===== src/rtl/wb_arbiter.sv =====
// Writeback arbiter: round-robin grant of the single writeback port, early rd wakeup,
// register-file write mux in the data phase and a registered commit record for the ROB.
module wb_arbiter #(
   parameter int unsigned UNITS = 4,
   parameter int unsigned DATA  = 32,
   parameter int unsigned RF    = 5,
   parameter int unsigned EXP   = 4
) (
   input  logic                    clk,
   input  logic                    reset,
   input  logic                    flush_,
   input  logic                    wb_stall,
   input  logic [UNITS-1:0]        req_,
   input  logic [UNITS*RF-1:0]     pre_rd,
   output logic [UNITS-1:0]        ack_,
   input  logic [UNITS-1:0]        wb_e_,
   input  logic [UNITS*RF-1:0]     wb_rd,
   input  logic [UNITS*DATA-1:0]   wb_data,
   input  logic [UNITS-1:0]        wb_exp_,
   input  logic [UNITS*EXP-1:0]    wb_exp_code,
   input  logic [UNITS-1:0]        wb_pred_miss_,
   input  logic [UNITS-1:0]        wb_jump_miss_,
   output logic                    wakeup_e_,
   output logic [RF-1:0]           wakeup_rd,
   output logic                    rf_we_,
   output logic [RF-1:0]           rf_wa,
   output logic [DATA-1:0]         rf_wd,
   output logic                    cm_e_,
   output logic [RF-1:0]           cm_rd,
   output logic                    cm_exp_,
   output logic [EXP-1:0]          cm_exp_code,
   output logic                    cm_pred_miss_,
   output logic                    cm_jump_miss_,
   output logic                    proto_err
);

   localparam int unsigned IW = (UNITS > 1) ? $clog2(UNITS) : 1;

   logic [IW-1:0]   r_rr_ptr;
   logic            r_gnt_v;
   logic [IW-1:0]   r_gnt_idx;
   logic            r_cm_e_;
   logic [RF-1:0]   r_cm_rd;
   logic            r_cm_exp_;
   logic [EXP-1:0]  r_cm_exp_code;
   logic            r_cm_pred_miss_;
   logic            r_cm_jump_miss_;
   logic            r_proto_err;

   logic            w_found;
   logic [IW-1:0]   w_win;
   logic [IW-1:0]   w_cand;
   logic            w_grant;
   logic [IW-1:0]   w_rr_next;
   logic            w_sel_e;
   logic [RF-1:0]   w_sel_rd;
   logic            w_commit;

   // Round-robin search starting at r_rr_ptr
   always_comb begin
      w_found = 1'b0;
      w_win   = '0;
      w_cand  = '0;
      for (int unsigned k = 0; k < UNITS; k++) begin
         w_cand = IW'((32'(r_rr_ptr) + k) % UNITS);
         if (!w_found && !req_[w_cand]) begin
            w_found = 1'b1;
            w_win   = w_cand;
         end
      end
   end

   assign w_grant   = w_found && !reset && flush_ && !wb_stall;
   assign w_rr_next = IW'((32'(w_win) + 32'd1) % UNITS);
   assign ack_      = w_grant ? ~(UNITS'(1) << w_win) : '1;
   assign wakeup_e_ = ~w_grant;
   assign wakeup_rd = pre_rd[32'(w_win)*RF +: RF];

   // Data phase: mux the granted unit onto the register-file port
   assign w_sel_e  = !wb_e_[r_gnt_idx];
   assign w_sel_rd = wb_rd[32'(r_gnt_idx)*RF +: RF];
   assign w_commit = r_gnt_v && w_sel_e && flush_;
   assign rf_we_   = ~(w_commit && (w_sel_rd != '0));
   assign rf_wa    = w_sel_rd;
   assign rf_wd    = wb_data[32'(r_gnt_idx)*DATA +: DATA];

   always_ff @(posedge clk or posedge reset) begin
      if (reset) begin
         r_rr_ptr        <= '0;
         r_gnt_v         <= 1'b0;
         r_gnt_idx       <= '0;
         r_cm_e_         <= 1'b1;
         r_cm_rd         <= '0;
         r_cm_exp_       <= 1'b1;
         r_cm_exp_code   <= '0;
         r_cm_pred_miss_ <= 1'b1;
         r_cm_jump_miss_ <= 1'b1;
         r_proto_err     <= 1'b0;
      end else begin
         r_gnt_v     <= w_grant;
         r_proto_err <= r_gnt_v && !w_sel_e && flush_;
         if (w_grant) begin
            r_rr_ptr  <= w_rr_next;
            r_gnt_idx <= w_win;
         end
         // Flags fall back to inactive whenever no record is committed
         if (w_commit) begin
            r_cm_e_         <= 1'b0;
            r_cm_rd         <= w_sel_rd;
            r_cm_exp_       <= wb_exp_[r_gnt_idx];
            r_cm_exp_code   <= wb_exp_code[32'(r_gnt_idx)*EXP +: EXP];
            r_cm_pred_miss_ <= wb_pred_miss_[r_gnt_idx];
            r_cm_jump_miss_ <= wb_jump_miss_[r_gnt_idx];
         end else begin
            r_cm_e_         <= 1'b1;
            r_cm_exp_       <= 1'b1;
            r_cm_pred_miss_ <= 1'b1;
            r_cm_jump_miss_ <= 1'b1;
         end
      end
   end

   assign cm_e_         = r_cm_e_;
   assign cm_rd         = r_cm_rd;
   assign cm_exp_       = r_cm_exp_;
   assign cm_exp_code   = r_cm_exp_code;
   assign cm_pred_miss_ = r_cm_pred_miss_;
   assign cm_jump_miss_ = r_cm_jump_miss_;
   assign proto_err     = r_proto_err;

endmodule

===== config.mk =====
export PLATFORM = sky130hd
export DESIGN_NAME = wb_arbiter
export DESIGN_NICKNAME = d
export VERILOG_FILES = /design/src/rtl/wb_arbiter.sv
export SDC_FILE = /design/constraint.sdc
export NUM_CORES = 1
export LEC_CHECK = 0
export ABC_AREA = 1
export BUFFER_PORTS_ARGS = -buffer_cell sky130_fd_sc_hd__buf_4
export CAP_MARGIN = 20
export CELL_PAD_IN_SITES_DETAIL_PLACEMENT = 1
export CELL_PAD_IN_SITES_GLOBAL_PLACEMENT = 1
export CORE_ASPECT_RATIO = 0.9
export CORE_MARGIN = 4
export CORE_UTILIZATION = 20
export DETAILED_ROUTE_END_ITERATION = 8
export HOLD_SLACK_MARGIN = 0.1
export PLACE_DENSITY = 0.79
export SLEW_MARGIN = 20
export SYNTH_ARGS = -nofsm -noshare
export SYNTH_HDL_FRONTEND = slang
export SYNTH_SLANG_ARGS = --single-unit

===== constraint.sdc =====
create_clock -name clk -period 2.5 [get_ports clk]
set_clock_uncertainty 0.1 [all_clocks]
set_input_delay 0 -clock clk [delete_from_list [all_inputs] [get_ports clk]]
set_output_delay 0 -clock clk [all_outputs]
set_load 0.005 [all_outputs]

# == After elaboration in Yosys (flattened, before gate mapping) ==
# Cells that the tools add are included.
# totals
register_bits,19
inputBits,208
output_inout_bits,62
elab_cells,78
# classes
add_sub_neg,4
multipliers,2
magnitude_cmp,5
shifts,5
muxes,29
bitwise_logic,3
reduce_logical,20
# ops
operator,n
$shiftx 128x8->32,1
$shiftx 20x6->5,2
$bmux 1 s2,8
$mux 1,16
$shiftx 16x5->4,1
$lt 2x3->1 const B,5
$logic_and 1x1->1,11
$mul 2x3->5 const B,2
$logic_not 1->1,8
$mux 2,4
$reduce_bool 5->1,1
$add 2x1->2 const B,2
$add 2x2->2 const B,2
$mux 4,1
$not 4->4,1
$shl 1x2->4 const A,1
$not 1->1,2

# == Depth between registers and ports, before layout ==
# logic_depth
depth_word,16
depth_mapped,16
depth_no_buf,14

# == Worst setup path before layout ==
# Ideal clock, no wire load.
# synth_path
path_kind,reg2reg
startpoint,register r_rr_ptr[0]
endpoint,register r_rr_ptr[1]
setup_ps,127
t_arrival_ps,1722
required_ps,2273
path_slack_ps,550
path_stages_with_launch,13
path_buffers,1
synth_period_minus_slack_ps,1950
cell_sequence,dfrtp_1 > buf_4 > inv_4 > nand2_2 > nand2_4 > nand2_2 > nand2_2 > nand4_1 > o21ai_4 > inv_2 > ha_1 > nand2_1 > o21ai_0
# synth_between
word_cells_on_any_way,31
classes_between,4 x add/sub; 16 x mux; 11 x reduce/logical
# synth_lines
item,line,rtl
start: declaration,39,logic [IW-1:0] r_rr_ptr;
start signal: assignment,103,r_rr_ptr <= w_rr_next;
$add 2x1->2,65,w_cand = IW'((32'(r_rr_ptr) + k) % UNITS);
$bmux 1 s2,66,if (!w_found && !req_[w_cand]) begin
$mux 1 (implied by the code),66,
$logic_not 1->1,66,
$logic_and 1x1->1,66,
$mux 1,66,
$logic_not 1->1,66,
$logic_and 1x1->1,66,
$mux 1,66,
$logic_not 1->1,66,
$logic_and 1x1->1,66,
$mux 2 *,66,
net w_win[1],51,logic [IW-1:0] w_win;
$add 2x1->2 *,74,assign w_rr_next = IW'((32'(w_win) + 32'd1) % UNITS);
net w_rr_next[1],54,logic [IW-1:0] w_rr_next;
# Mark *: on every way through the listed nets, which the timed path passes. The rest lies on a longest branch. The select of a mux whose other input is x is not followed.
# A chain may end at the register's enable or synchronous reset.

# == Final worst setup path ==
# layout_path
startpoint,register r_rr_ptr[1]
endpoint,output port ack_[2]
# layout_between
word_cells_on_any_way,33
classes_between,3 x add/sub; 1 x shift; 17 x mux; 1 x bitwise; 11 x reduce/logical
# layout_lines
item,line,rtl
$add 2x1->2,65,
$bmux 1 s2,66,
$mux 1 (implied by the code),66,
$logic_not 1->1,66,
$logic_and 1x1->1,66,
$mux 1,66,
$logic_not 1->1,66,
$logic_and 1x1->1,66,
$mux 1,66,
$logic_not 1->1,66,
$logic_and 1x1->1,66,
$mux 2 *,66,
net w_win[1],51,
$shl 1x2->4 *,75,assign ack_ = w_grant ? ~(UNITS'(1) << w_win) : '1;
$not 4->4 *,75,
$mux 4 *,75,
end: declaration,15,"output logic [UNITS-1:0] ack_,"
# Marked as above.

==> key figures <==
Outcome
  – Status: complete, no violations

Synthesis
  – Cell Area, Synth: 2450 um^2
  – Async SR Flop Fraction: 1.00
  – Flops & latches, synth: 19
  – Warnings, synthesis: 0
  – Synth Instances: ~440
  – Post-synth EDFFs: 0
  – Most used DFF post-synth: dfrtp_1
  – Most frequent cell after synthesis: nor2_1
  – Ranking of synthesized cells by area: o21ai_0, dfrtp_1, nor2_1, nand2_1, o22ai_1
  – Share of the synthesized area in the top cell type: 0.184
  – Synth unique cells: 28
  – Synth cell count leaders: nor2_1, o21ai_0, nand2_1
  – Seq/Total Area, Yosys: 0.196
  – Yosys top cell by area: o21ai_0
  – Syn Area/Cell: 5.62 um^2
  – Syn Nets: around 650

Floorplan
  – Area of the core: 12000 um^2
  – Initial core utilization: 0.204
  – Placement row count: 38
  – Die height: between 100 and 150 um
  – Num ports: 270
  – Die area: 14100 um^2
  – Die Width: 125 um

Clock network
  – Worst-path clk slew: around 0.060 ns
  – H-tree depth: 1
  – CTS sink count: 19
  – CTS tree: done
  – Clock Root Buffer: clkbuf_16
  – Max Root-Sink Buffers: 2
  – Worst-Skew Late Latency: approximately 0.25 ns
  – TritonCTS Buffers: 3

GRT
  – First-pass GRT wire length: 23.7 mm
  – GRT overflow: 0
  – Largest net degree at the start of global routing: 76
  – GRT busiest layer: met2
  – Met1 Usage GRT: 0.231
  – Met2 Usage GRT: 0.373
  – Tot GR Track Use: 0.204
  – Met3 Resource Use GR: 0.0524
  – Initial antenna violation count: 0
  – Vias in the first global route: 4610

Final layout
  – Fill count: 1591
  – Register area: 483 um^2
  – Antenna cells: 0
  – Final Core Density: 0.418
  – Share of cells above drive strength 1: 0.440
  – Area delta synth->final: 105%
  – Final instance area: 5030 um^2
  – Final net count: roughly 930
  – Area occupied by multi-input gates: approximately 1800 um^2

Routing
  – Avg Vias per Cell: 4.79
  – Avg WL per Cell: roughly 17 um
  – Initial DRT Pass Iterations: 4
  – DRC Markers: 0
  – DRT antenna net count: 0
  – Final WL: 15.3 mm
  – DRT iter0 DRCs: roughly 130
  – DR vias: 4214

Timing
  – Fmax: about 0.43 GHz
  – Minimum clock period: 2.33 ns
  – Worst hold margin: 0.0923 ns
  – Relative slew margins: 0.656
  – Fin. max-slew vios: 0
  – Worst-Margin Slew: 0.516 ns
  – Final-report hold violation count: 0
  – Final Cycle Share: 0.931
  – Setup tns final: 0 ns
  – Setup WS post-layout: 0.172 ns
  – # setup viols final: 0

Placement
  – Placed instance area: 4600 um^2
  – Post-place setup slack: 0.212 ns
  – I/O Buffers: ~270
  – Routability cong.: 0.982
  – DP HPWL: roughly 12 mm

Worst setup path
  – Worst-path cell chain: inv_2 > nand2_1 > nand2_2 > nand2_1 > nand2_1 > inv_1 > nand4_1 > o21ai_4 > inv_2 > ha_1 > nand2_1 > buf_4
  – Max FO, Critical Path: 8
  – WP buf/inv: 4
  – Data arrival, critical path: 2.23 ns
  – Startpoint type of the worst setup path: register
  – Worst Path Required: 2.40 ns
  – Crit path kind: register to primary output
  – Setup crit end kind: primary output
  – Slowest-stage cell, CP: dfrtp_1
  – Slowest Stage Delay on Critical Path: 0.48 ns
  – Most frequent cell on the critical path: nand2_1
  – CP delay by family, top: simple AND/OR/NAND/NOR gates

Worst hold path
  – Worst Hold Class: input pin to register

Pwr
  – Peak supply drop: ~360 uV
  – P_leak: 2.53 nW
  – Power Dens Cells: between 1000 and 1500 nW/um^2

Run
  – Max Cap Viol: 0
-- per-layer routing --
metal	part of all wire	vias up
li1	-	2047
met2	0.51	172
met1	0.39	1960
met4	0.032	0
met3	0.069	35
met5	0	-
-- worst paths after layout --
check / startpoint / end / slack (ns) / depth (start not counted)
worst min register to register: cm_rd[3] / cm_rd[3] / 0.40 / 2
worst min-delay path: wb_exp_code[3] / cm_exp_code[3] / 0.09 / 5
max in group asynchronous: reset / cm_exp_ / 1.77 / 4
worst max register to register: r_gnt_idx[0] / cm_exp_code[3] / 0.21 / 6
worst max-delay path: r_rr_ptr[1] / ack_[2] / 0.17 / 12
min in group asynchronous: reset / cm_rd[4] / 0.25 / 4
-- cells by family after synthesis --
logic type	after synthesis	share of synthesized area
simple gates	220	0.368
compound gates	141	0.325
buf+inv	52	0.0904
flops	19	0.196
fa+ha+maj	4	0.0204
-- power breakdown --
part / leakage, nW / internal [mW] / total, mW / switching, mW
clock: 0.0409 / 0.215 / 0.336 / 0.121
sequential: 0.225 / 0.423 / 0.568 / 0.145
combinational: 2.26 / 1.89 / 4.23 / 2.34
total: 2.53 / 2.53 / 5.13 / 2.60
-- sequential cells by signal (all words and copies together), names as in the netlist --
register       cells
cm_e_              1
cm_exp_            1
cm_exp_code        4
cm_jump_miss_      1
cm_pred_miss_      1
cm_rd              5
proto_err          1
r_gnt_idx          2
r_gnt_v            1
r_rr_ptr           2
-- worst min-delay path: stages --
cell     delay, ns
buf_4         0.11
nor2_1        0.08
nor2_1        0.04
o21ai_0       0.09
a31oi_1       0.09
-- cells in the final DEF (no fill, tap or decap), types with 2 or more instances in the layout --
master / netlist / final
buf_4: 2 / 283
nor2_1: 96 / 96
o21ai_0: 90 / 90
nand2_1: 87 / 87
o22ai_1: 33 / 33
dlygate4sd3_1: 0 / 30
nand3_1: 18 / 17
dfrtp_1: 15 / 13
inv_1: 13 / 12
nand2_2: 13 / 12
inv_2: 3 / 4
a21oi_1: 4 / 4
a32oi_1: 4 / 4
a31oi_1: 4 / 4
nand4_1: 4 / 4
ha_1: 4 / 4
dfstp_2: 4 / 4
o221ai_1: 3 / 3
clkbuf_16: 0 / 3
nand2_4: 1 / 2
dfrtp_2: 0 / 2
-- repair_timing --
| action | in CTS | in global routing |
|---|---|---|
| hold buffers | 30 | 0 |
| buffers inserted | 0 | 4 |
| hold endpoints to repair | 31 | 0 |
| setup endpoints to repair | 0 | 15 |
| resized for setup | 0 | 5 |
-- metrics by stage --
| stage | power, mW | cells |
|---|---|---|
| after floorplan | 2.74 | 436 |
| after global placement | 4.42 | 842 |
| after detailed placement | 4.56 | 842 |
| after CTS | 5.00 | 876 |
| after global routing | 5.65 | 880 |
| final | 5.13 | 880 |
-- final cells by class --
class | instances | area share
inverter | 18 | 0.0147
timing repair buffer | 314 | 0.484
clock inverter | 1 | 0.000995
tap | 160 | 0.0398
sequential | 19 | 0.0960
clock buffer | 3 | 0.0149
multi-input combinational | 365 | 0.349
Note: power is estimated with default switching activity, not from simulation.
